===== src/rtl/pingpong_pkg.sv =====
// Shared types for the ping-pong BRAM write controller.
// Bank index, per-bank status encoding and frame counter width.
package pingpong_pkg;

    typedef logic bank_t;

    typedef enum logic [1:0] {
        B_EMPTY,
        B_PEND,
        B_FULL
    } bank_st_t;

    localparam int FRAME_CNT_W = 16;

endpackage


===== src/rtl/pingpong_bank_state.sv =====
// Per-bank status tracker: EMPTY -> PEND -> FULL -> EMPTY.
// Captures the fill length when the bank is closed.
module pingpong_bank_state
    import pingpong_pkg::*;
#(
    parameter int LEN_W = 11
) (
    input  logic             clk,
    input  logic             rst,
    input  logic             close_i,
    input  logic [LEN_W-1:0] len_i,
    input  logic             release_i,
    output logic             pend_o,
    output logic             full_o,
    output logic [LEN_W-1:0] len_o
);

    bank_st_t         state_q, state_d;
    logic [LEN_W-1:0] len_q, len_d;

    always_ff @(posedge clk) begin
        if (rst) begin
            state_q <= B_EMPTY;
            len_q   <= '0;
        end else begin
            state_q <= state_d;
            len_q   <= len_d;
        end
    end

    always_comb begin
        state_d = state_q;
        len_d   = len_q;
        unique case (state_q)
            B_EMPTY: begin
                if (close_i) begin
                    state_d = B_PEND;
                    len_d   = len_i;
                end
            end
            B_PEND:  state_d = B_FULL;
            B_FULL: begin
                if (release_i) state_d = B_EMPTY;
            end
            default: state_d = B_EMPTY;
        endcase
    end

    assign pend_o = (state_q == B_PEND);
    assign full_o = (state_q == B_FULL);
    assign len_o  = len_q;

endmodule


===== src/rtl/pingpong_bram_ctrl.sv =====
// Ping-pong write controller: fills BRAM bank 0 then bank 1 from a
// valid/ready stream and holds each filled bank until the reader releases it.
module pingpong_bram_ctrl
    import pingpong_pkg::*;
#(
    parameter int DATA_W = 32,
    parameter int ADDR_W = 10,
    parameter int DEPTH  = 1024
) (
    input  logic                   clk,
    input  logic                   rst,
    input  logic                   in_valid,
    input  logic [DATA_W-1:0]      in_data,
    input  logic                   in_last,
    output logic                   in_ready,
    output logic                   wr_en_0,
    output logic [ADDR_W-1:0]      wr_addr_0,
    output logic [DATA_W-1:0]      wr_data_0,
    output logic                   wr_en_1,
    output logic [ADDR_W-1:0]      wr_addr_1,
    output logic [DATA_W-1:0]      wr_data_1,
    output logic                   buf_valid,
    output logic                   buf_bank,
    output logic [ADDR_W:0]        buf_len,
    input  logic                   buf_done,
    output logic                   err_done,
    output logic [FRAME_CNT_W-1:0] frame_cnt
);

    localparam int LEN_W = ADDR_W + 1;
    localparam logic [ADDR_W-1:0] LAST_IDX = ADDR_W'(DEPTH - 1);

    bank_t                  wbank_q, wbank_d;
    bank_t                  rbank_q, rbank_d;
    logic [ADDR_W-1:0]      wcount_q, wcount_d;
    logic [FRAME_CNT_W-1:0] frame_q, frame_d;
    logic                   err_q, err_d;

    logic                   wen0_q, wen0_d;
    logic                   wen1_q, wen1_d;
    logic [ADDR_W-1:0]      waddr0_q, waddr0_d;
    logic [ADDR_W-1:0]      waddr1_q, waddr1_d;
    logic [DATA_W-1:0]      wdata0_q, wdata0_d;
    logic [DATA_W-1:0]      wdata1_q, wdata1_d;

    logic [1:0]             pend, full;
    logic [1:0]             close_b, rel_b;
    logic [LEN_W-1:0]       len0, len1;
    logic [LEN_W-1:0]       close_len;
    logic                   accept, closing;

    assign in_ready  = !full[wbank_q] && !pend[wbank_q];
    assign accept    = in_valid && in_ready;
    assign closing   = in_last || (wcount_q == LAST_IDX);
    assign close_len = LEN_W'(wcount_q) + LEN_W'(1);

    assign buf_valid = full[rbank_q];
    assign buf_bank  = rbank_q;
    assign buf_len   = rbank_q ? len1 : len0;

    assign close_b[0] = accept && closing && (wbank_q == 1'b0);
    assign close_b[1] = accept && closing && (wbank_q == 1'b1);
    assign rel_b[0]   = buf_done && buf_valid && (rbank_q == 1'b0);
    assign rel_b[1]   = buf_done && buf_valid && (rbank_q == 1'b1);

    pingpong_bank_state #(.LEN_W(LEN_W)) u_bank0 (
        .clk       (clk),
        .rst       (rst),
        .close_i   (close_b[0]),
        .len_i     (close_len),
        .release_i (rel_b[0]),
        .pend_o    (pend[0]),
        .full_o    (full[0]),
        .len_o     (len0)
    );

    pingpong_bank_state #(.LEN_W(LEN_W)) u_bank1 (
        .clk       (clk),
        .rst       (rst),
        .close_i   (close_b[1]),
        .len_i     (close_len),
        .release_i (rel_b[1]),
        .pend_o    (pend[1]),
        .full_o    (full[1]),
        .len_o     (len1)
    );

    always_ff @(posedge clk) begin
        if (rst) begin
            wbank_q  <= 1'b0;
            rbank_q  <= 1'b0;
            wcount_q <= '0;
            frame_q  <= '0;
            err_q    <= 1'b0;
            wen0_q   <= 1'b0;
            wen1_q   <= 1'b0;
            waddr0_q <= '0;
            waddr1_q <= '0;
            wdata0_q <= '0;
            wdata1_q <= '0;
        end else begin
            wbank_q  <= wbank_d;
            rbank_q  <= rbank_d;
            wcount_q <= wcount_d;
            frame_q  <= frame_d;
            err_q    <= err_d;
            wen0_q   <= wen0_d;
            wen1_q   <= wen1_d;
            waddr0_q <= waddr0_d;
            waddr1_q <= waddr1_d;
            wdata0_q <= wdata0_d;
            wdata1_q <= wdata1_d;
        end
    end

    always_comb begin
        wbank_d  = wbank_q;
        rbank_d  = rbank_q;
        wcount_d = wcount_q;
        frame_d  = frame_q;
        err_d    = err_q;
        wen0_d   = 1'b0;
        wen1_d   = 1'b0;
        waddr0_d = waddr0_q;
        waddr1_d = waddr1_q;
        wdata0_d = wdata0_q;
        wdata1_d = wdata1_q;

        if (accept) begin
            if (wbank_q == 1'b0) begin
                wen0_d   = 1'b1;
                waddr0_d = wcount_q;
                wdata0_d = in_data;
            end else begin
                wen1_d   = 1'b1;
                waddr1_d = wcount_q;
                wdata1_d = in_data;
            end
            if (closing) begin
                wbank_d  = ~wbank_q;
                wcount_d = '0;
            end else begin
                wcount_d = wcount_q + ADDR_W'(1);
            end
        end

        // A release with nothing offered is dropped but flagged.
        if (buf_done) begin
            if (buf_valid) begin
                rbank_d = ~rbank_q;
                frame_d = frame_q + FRAME_CNT_W'(1);
            end else begin
                err_d = 1'b1;
            end
        end
    end

    assign wr_en_0   = wen0_q;
    assign wr_addr_0 = waddr0_q;
    assign wr_data_0 = wdata0_q;
    assign wr_en_1   = wen1_q;
    assign wr_addr_1 = waddr1_q;
    assign wr_data_1 = wdata1_q;
    assign err_done  = err_q;
    assign frame_cnt = frame_q;

endmodule

===== config.mk =====
export PLATFORM = sky130hd
export DESIGN_NAME = pingpong_bram_ctrl
export DESIGN_NICKNAME = d
export VERILOG_FILES = /design/src/rtl/pingpong_pkg.sv /design/src/rtl/pingpong_bank_state.sv /design/src/rtl/pingpong_bram_ctrl.sv
export SDC_FILE = /design/constraint.sdc
export NUM_CORES = 1
export LEC_CHECK = 0
export ABC_AREA = 0
export ABC_CLOCK_PERIOD_IN_PS = 4140
export BUFFER_PORTS_ARGS = -buffer_cell sky130_fd_sc_hd__buf_4
export CAP_MARGIN = 20
export CORE_UTILIZATION = 39
export CTS_BUF_LIST = sky130_fd_sc_hd__clkbuf_4
export DETAILED_ROUTE_END_ITERATION = 16
export PLACE_DENSITY = 0.61
export SLEW_MARGIN = 15
export SYNTH_ARGS = -nofsm -noshare
export SYNTH_HDL_FRONTEND = slang
export SYNTH_SLANG_ARGS = --single-unit

===== constraint.sdc =====
create_clock -name clk -period 4.14 [get_ports clk]
set_input_delay 0.414 -clock clk [delete_from_list [all_inputs] [get_ports clk]]
set_output_delay 0.414 -clock clk [all_outputs]
set_load 0.05 [all_outputs]

* Word level (Yosys, flattened, before mapping) *
Index checks and enable logic that the tools add are counted.

storage, ports and cells
  bits in latches = 0
  bits of input ports = 37
  bits in writable memories = 0
  output and inout bits = 117
  logic and storage cells = 72
  memories kept = 0
  register bits = 141
  memory bits (read-only) = 0

operators by class
  $mul = 0
  add/sub/neg operators = 3
  div/mod/pow operators = 0
  muxes and demuxes = 16
  shift operators = 0
  $lt $le $gt $ge = 2
  bitwise gates (word level) = 4
  eq/ne operators = 9
  reductions and logical operators = 23

operators with widths
  operator               number
  $reduce_and 2->1       9
  $add 16x1->16 const B  1
  $pmux 2 s3             2
  $add 10x1->11 const B  1
  $mux 11                1
  $add 10x1->10 const B  1
  $eq 10x10->1 const B   1
  $mux 10                1
  $logic_and 1x1->1      8
  $mux 1                 8
  $mux 2                 4
  $ne 2x1->1 const B     4
  $eq 2x1->1 const B     2
  $eq 2x2->1 const B     2
  $logic_not 2->1        2
  $lt 1x2->1 const B     2
  $not 1->1              4
  $logic_not 1->1        2
  $reduce_or 2->1        1
  $logic_or 1x1->1       1

* Depth between registers and ports, before layout *
  word-level depth = 10
  gate-level depth with buffers = 6
  gate-level depth less buffers = 5

* Cells and area by module *
A second synthesis with hierarchy kept.

second synthesis, totals
  cells, all modules = 680
  area, all modules = 5739.3 µm²

by module, submodules not included
  module               cells an instance  area each (µm²)  times used  seq. area each (µm²)
  pingpong_bram_ctrl   570                4568.1           1           2302.2
  pingpong_bank_state  55                 585.6            2           260.2

* Least setup slack after synthesis *
OpenSTA, ideal clock, no wires.

  kind = register -> output
  from = register rbank_q, in the netlist buf_bank
  to = output buf_len[2]
  cell stages (with the launch flop) = 4
  arrival = 1.754 ns
  slack = 1.972 ns
  cell sequence = dfxtp_1 -> clkbuf_1 -> clkbuf_1 -> mux2_2

on the way
  word-level cells in the longest chain between the ends = 1

RTL lines
  item                    RTL line                   RTL
  start, declared         pingpong_bram_ctrl.sv:34   bank_t rbank_q, rbank_d;
  start signal, assigned  pingpong_bram_ctrl.sv:103  rbank_q <= rbank_d;
  $mux 11                 pingpong_bram_ctrl.sv:59   assign buf_len = rbank_q ? len1 : len0;
  end, declared           pingpong_bram_ctrl.sv:24   output logic [ADDR_W:0] buf_len,

No other way between the ends.

* Worst setup path after layout *
  from = register wcount_q[0]
  to = register u_bank0.len_q[3], in the netlist u_bank0.len_o[3]

on the way
  word-level cells in the longest chain between the ends = 5
  elaborated cells on any way between the ends = 6

RTL lines
  item                                                   RTL line                   RTL
  start, declared                                        pingpong_bram_ctrl.sv:35   logic [ADDR_W-1:0] wcount_q, wcount_d;
  start signal, assigned                                 pingpong_bram_ctrl.sv:104  wcount_q <= wcount_d;
  branches (longest 5 deep; another with $add 10x1->11)  n/a
  end signal, assigned                                   pingpong_bank_state.sv:27  len_q <= len_d;
  end, declared                                          pingpong_bank_state.sv:19  logic [LEN_W-1:0] len_q, len_d;

Several ways; the timed one is not identified.
A chain may end at the register's enable or synchronous reset.

==> impl_metrics.tcl <==
set metrics [dict create \
    synth.yosys.seq_area_share_pct 50.83 \
    numClockSinks 141 \
    outcome "complete, no violations" \
    cp-end-kind "register" \
    fmax_mhz 393.6 \
    rsz0062_at_grt "no" \
    finalHoldWorstSlack_ns 0.1271 \
    routed_via_density 5.164 \
    critPathKind "reg2reg" \
    power_frac_comb_pct 15.3 \
    syn_area_per_cell_um2 8.363 \
    drive_above_1_share_pct 26.15 \
    reg2reg_depth 5 \
    area_delta_synth_final_pct 27.06 \
    synth_fp_nets 703 \
    crit_end "u_bank0.len_o[3]" \
    seqPwrFrac_pct 53.0 \
    period_minus_slack_ns 2.541 \
    final_antenna_net_count 0 \
    r2r-end "u_bank0.len_o[3]" \
    clock_latency_ns 0.52 \
    routabilityCongestion 0.8222 \
    slew_headroom_pct 30.55 \
    r2r_start "wcount_q[0]" \
    path_cells "ha_1, nand4_1, o31a_1, or4b_4, mux2_2" \
    routed_wl_um 14740 \
    cp_slowest_cell "or4b_4" \
    portBuffers 153 \
    ys_top_cells_by_area "dfxtp_1, nand2_1, a21oi_1" \
    p_sw_w 0.0007832 \
    drv_slew 0 \
    cts_resized 0 \
    drc 0 \
    setup_tns_ns 0 \
    switching_share_pct 29.07 \
    cts_buffer_depth 2 \
    clkTransAtPathRegs_ns 0.12 \
    worst_slack_ns 1.599 \
    critPathMaxStageDelay_ns 0.73 \
    die_area_um2 14720 \
    skew_ns 0.01728 \
    cp_max_fo 14 \
    ir_drop_uv 181.6 \
    hold_viol_final 0 \
    hpwl_um 10040 \
    grt_overflow 0 \
    io_pins 154 \
    synthCells 664 \
    hp-class "in2reg" \
    max_cap_viol_count 0 \
    worstMarginPinSlew_ns 1.042 \
    via_count 5097 \
    dr.pass1.iters 4 \
    start_kind "register" \
    ys_types 48 \
    drt_iter0_drc 296 \
    grt_first_pass_wirelength_um 23600 \
    synth_warnings 0 \
    synth-edff-count 0 \
    post-cts-setup-buffers 0 \
    grt_use_total_pct 20.51 \
    cts_tree "done" \
    synth_top_cell_by_area "dfxtp_1" \
    core-area_um2 13880 \
    pre_cts_ws_ns 1.617 \
    cts_made_buffers 17 \
    synth_top_flop_cell "dfxtp_1" \
    antenna_found_initial 0 \
    h-tree-depth 4 \
    synth_top_cell_area_share_pct 50.83 \
    rows 43 \
    critical_path_required_ns 4.56 \
    grt_max_degree 73 \
    die-height_um 121.3 \
    arrival_ns 2.97 \
    p_clk_share_pct 31.7 \
    p_int_w 0.001911 \
    nets 834 \
    ys_ff_latch 141 \
    ctsRootBufferMaster "clkbuf_4" \
    antenna_cells 0 \
    crit_start "wcount_q[0]" \
    p_leak_nw 2.878 \
    async_flop_share_pct 0 \
    grt_pass1_vias 4811 \
    setup_viol 0 \
    synth_most_common_cell "nand2_1" \
    ys_top_cells_by_count "nand2_1, dfxtp_1, a21oi_1, clkbuf_1, o21ai_0" \
    fin_crit_sh_pct 61.37 \
    cts_hold_buffers 0 \
    start_util_pct 40.00 \
    power-per-cell-area_nw_per_um2 381.9 \
    syn-cell-area_um2 5553 \
    rrSetupSlack_ns 1.60 \
    die_w_um 121.3 \
    wl_per_cell_um 14.93 \
]
state kept, by name, indices dropped and copies added (netlist names), 2 cells and up:
name / cells
frame_cnt: 16
u_bank0.len_o: 11
u_bank0.state_q: 2
u_bank1.len_o: 11
u_bank1.state_q: 2
wcount_q: 10
wr_addr_0: 10
wr_addr_1: 10
wr_data_0: 32
wr_data_1: 32
cells by family (layout without fill, tap and decap cells):
family / after synthesis / in the layout / share of synthesized area (%)
adder cells (fa/ha/maj): 2 / 2 / 0.4506
buffers and inverters: 57 / 200 / 4.078
AND/OR/NAND/NOR: 272 / 272 / 21.74
flip-flops: 141 / 141 / 50.83
AO/OA/AOI/OAI: 155 / 155 / 16.18
XOR/XNOR: 12 / 12 / 1.893
multiplexers: 25 / 25 / 4.822
critical path: cells and delay by family (launching register included):
kind                       cells  cell delay, ns
adders and majority gates      1            0.30
DFF                            1            0.44
AOI/OAI and AO/OA              1            0.49
muxes                          1            0.32
and+or+nand+nor                2            0.90
cell usage in the layout, fill, tap and decap left out, types with 6 or more instances in the layout:
master,instances
clkbuf_4,23
o21ai_0,19
nand2_1,188
mux2_2,14
a21oi_1,98
dfxtp_1,141
nor3_1,12
or3_1,12
mux2i_1,11
inv_1,11
buf_4,158
nand4_1,6
xor2_1,8
o211ai_1,10
nor2_1,16
nand3_1,10
power by group through the flow:
stage | Clock, W | Combinational (W) | Sequential [W]
2_1_floorplan | 0 | 0.000151 | 0.00158
3_3_place_gp | 0 | 0.000412 | 0.00146
3_5_place_dp | 0 | 0.000413 | 0.00146
4_1_cts | 0.000888 | 0.000414 | 0.00143
5_1_grt | 0.000943 | 0.000440 | 0.00143
6_report | 0.000855 | 0.000412 | 0.00143
worst min-delay path by stage:
stage / start / endpoint / slack [ns] / cells past startpoint
2_1_floorplan: u_bank0.len_o[4] / u_bank0.len_o[4] / 0.44 / 2
3_3_place_gp: u_bank0.len_o[9] / u_bank0.len_o[9] / 0.44 / 2
3_5_place_dp: wr_data_1[0] / wr_data_1[0] / 0.45 / 2
4_1_cts: in_data[15] / wr_data_1[15] / 0.06 / 3
5_1_grt: in_data[28] / wr_data_1[28] / 0.07 / 3
6_report: in_data[3] / wr_data_1[3] / 0.13 / 3
per-layer routing:
| layer | track usage, % | vias to the layer above | share of wire [%] |
|---|---|---|---|
| met5 | 0 | - | 0 |
| met1 | 25.28 | 2418 | 44 |
| met4 | 8.488 | 0 | 1.9 |
| met2 | 34.20 | 118 | 49 |
| met3 | 4.699 | 20 | 5.2 |
| li1 | - | 2541 | - |
per-stage QoR:
step / power (W) / area [um2] / cells / utilization (%)
final: 0.002695 / 7056 / 987 / 50.83
after floorplan: 0.001732 / 5553 / 664 / -
after CTS: 0.002729 / 7056 / 987 / 50.83
after global placement: 0.001868 / 6789 / 956 / 48.91
after global routing: 0.002817 / 7056 / 987 / 50.83
after detailed placement: 0.001872 / 6789 / 956 / 48.91
final cells by class:
class | count | area [um2]
clock buffers | 23 | 172.7
clock inverters | 8 | 93.84
fillers | 1360 | 6825
inverters | 11 | 41.29
multi-input cells | 466 | 2514
flip-flops and latches | 141 | 2823
well taps | 180 | 225.2
repair buffers | 158 | 1186
Power figures use the tool's default switching activity.
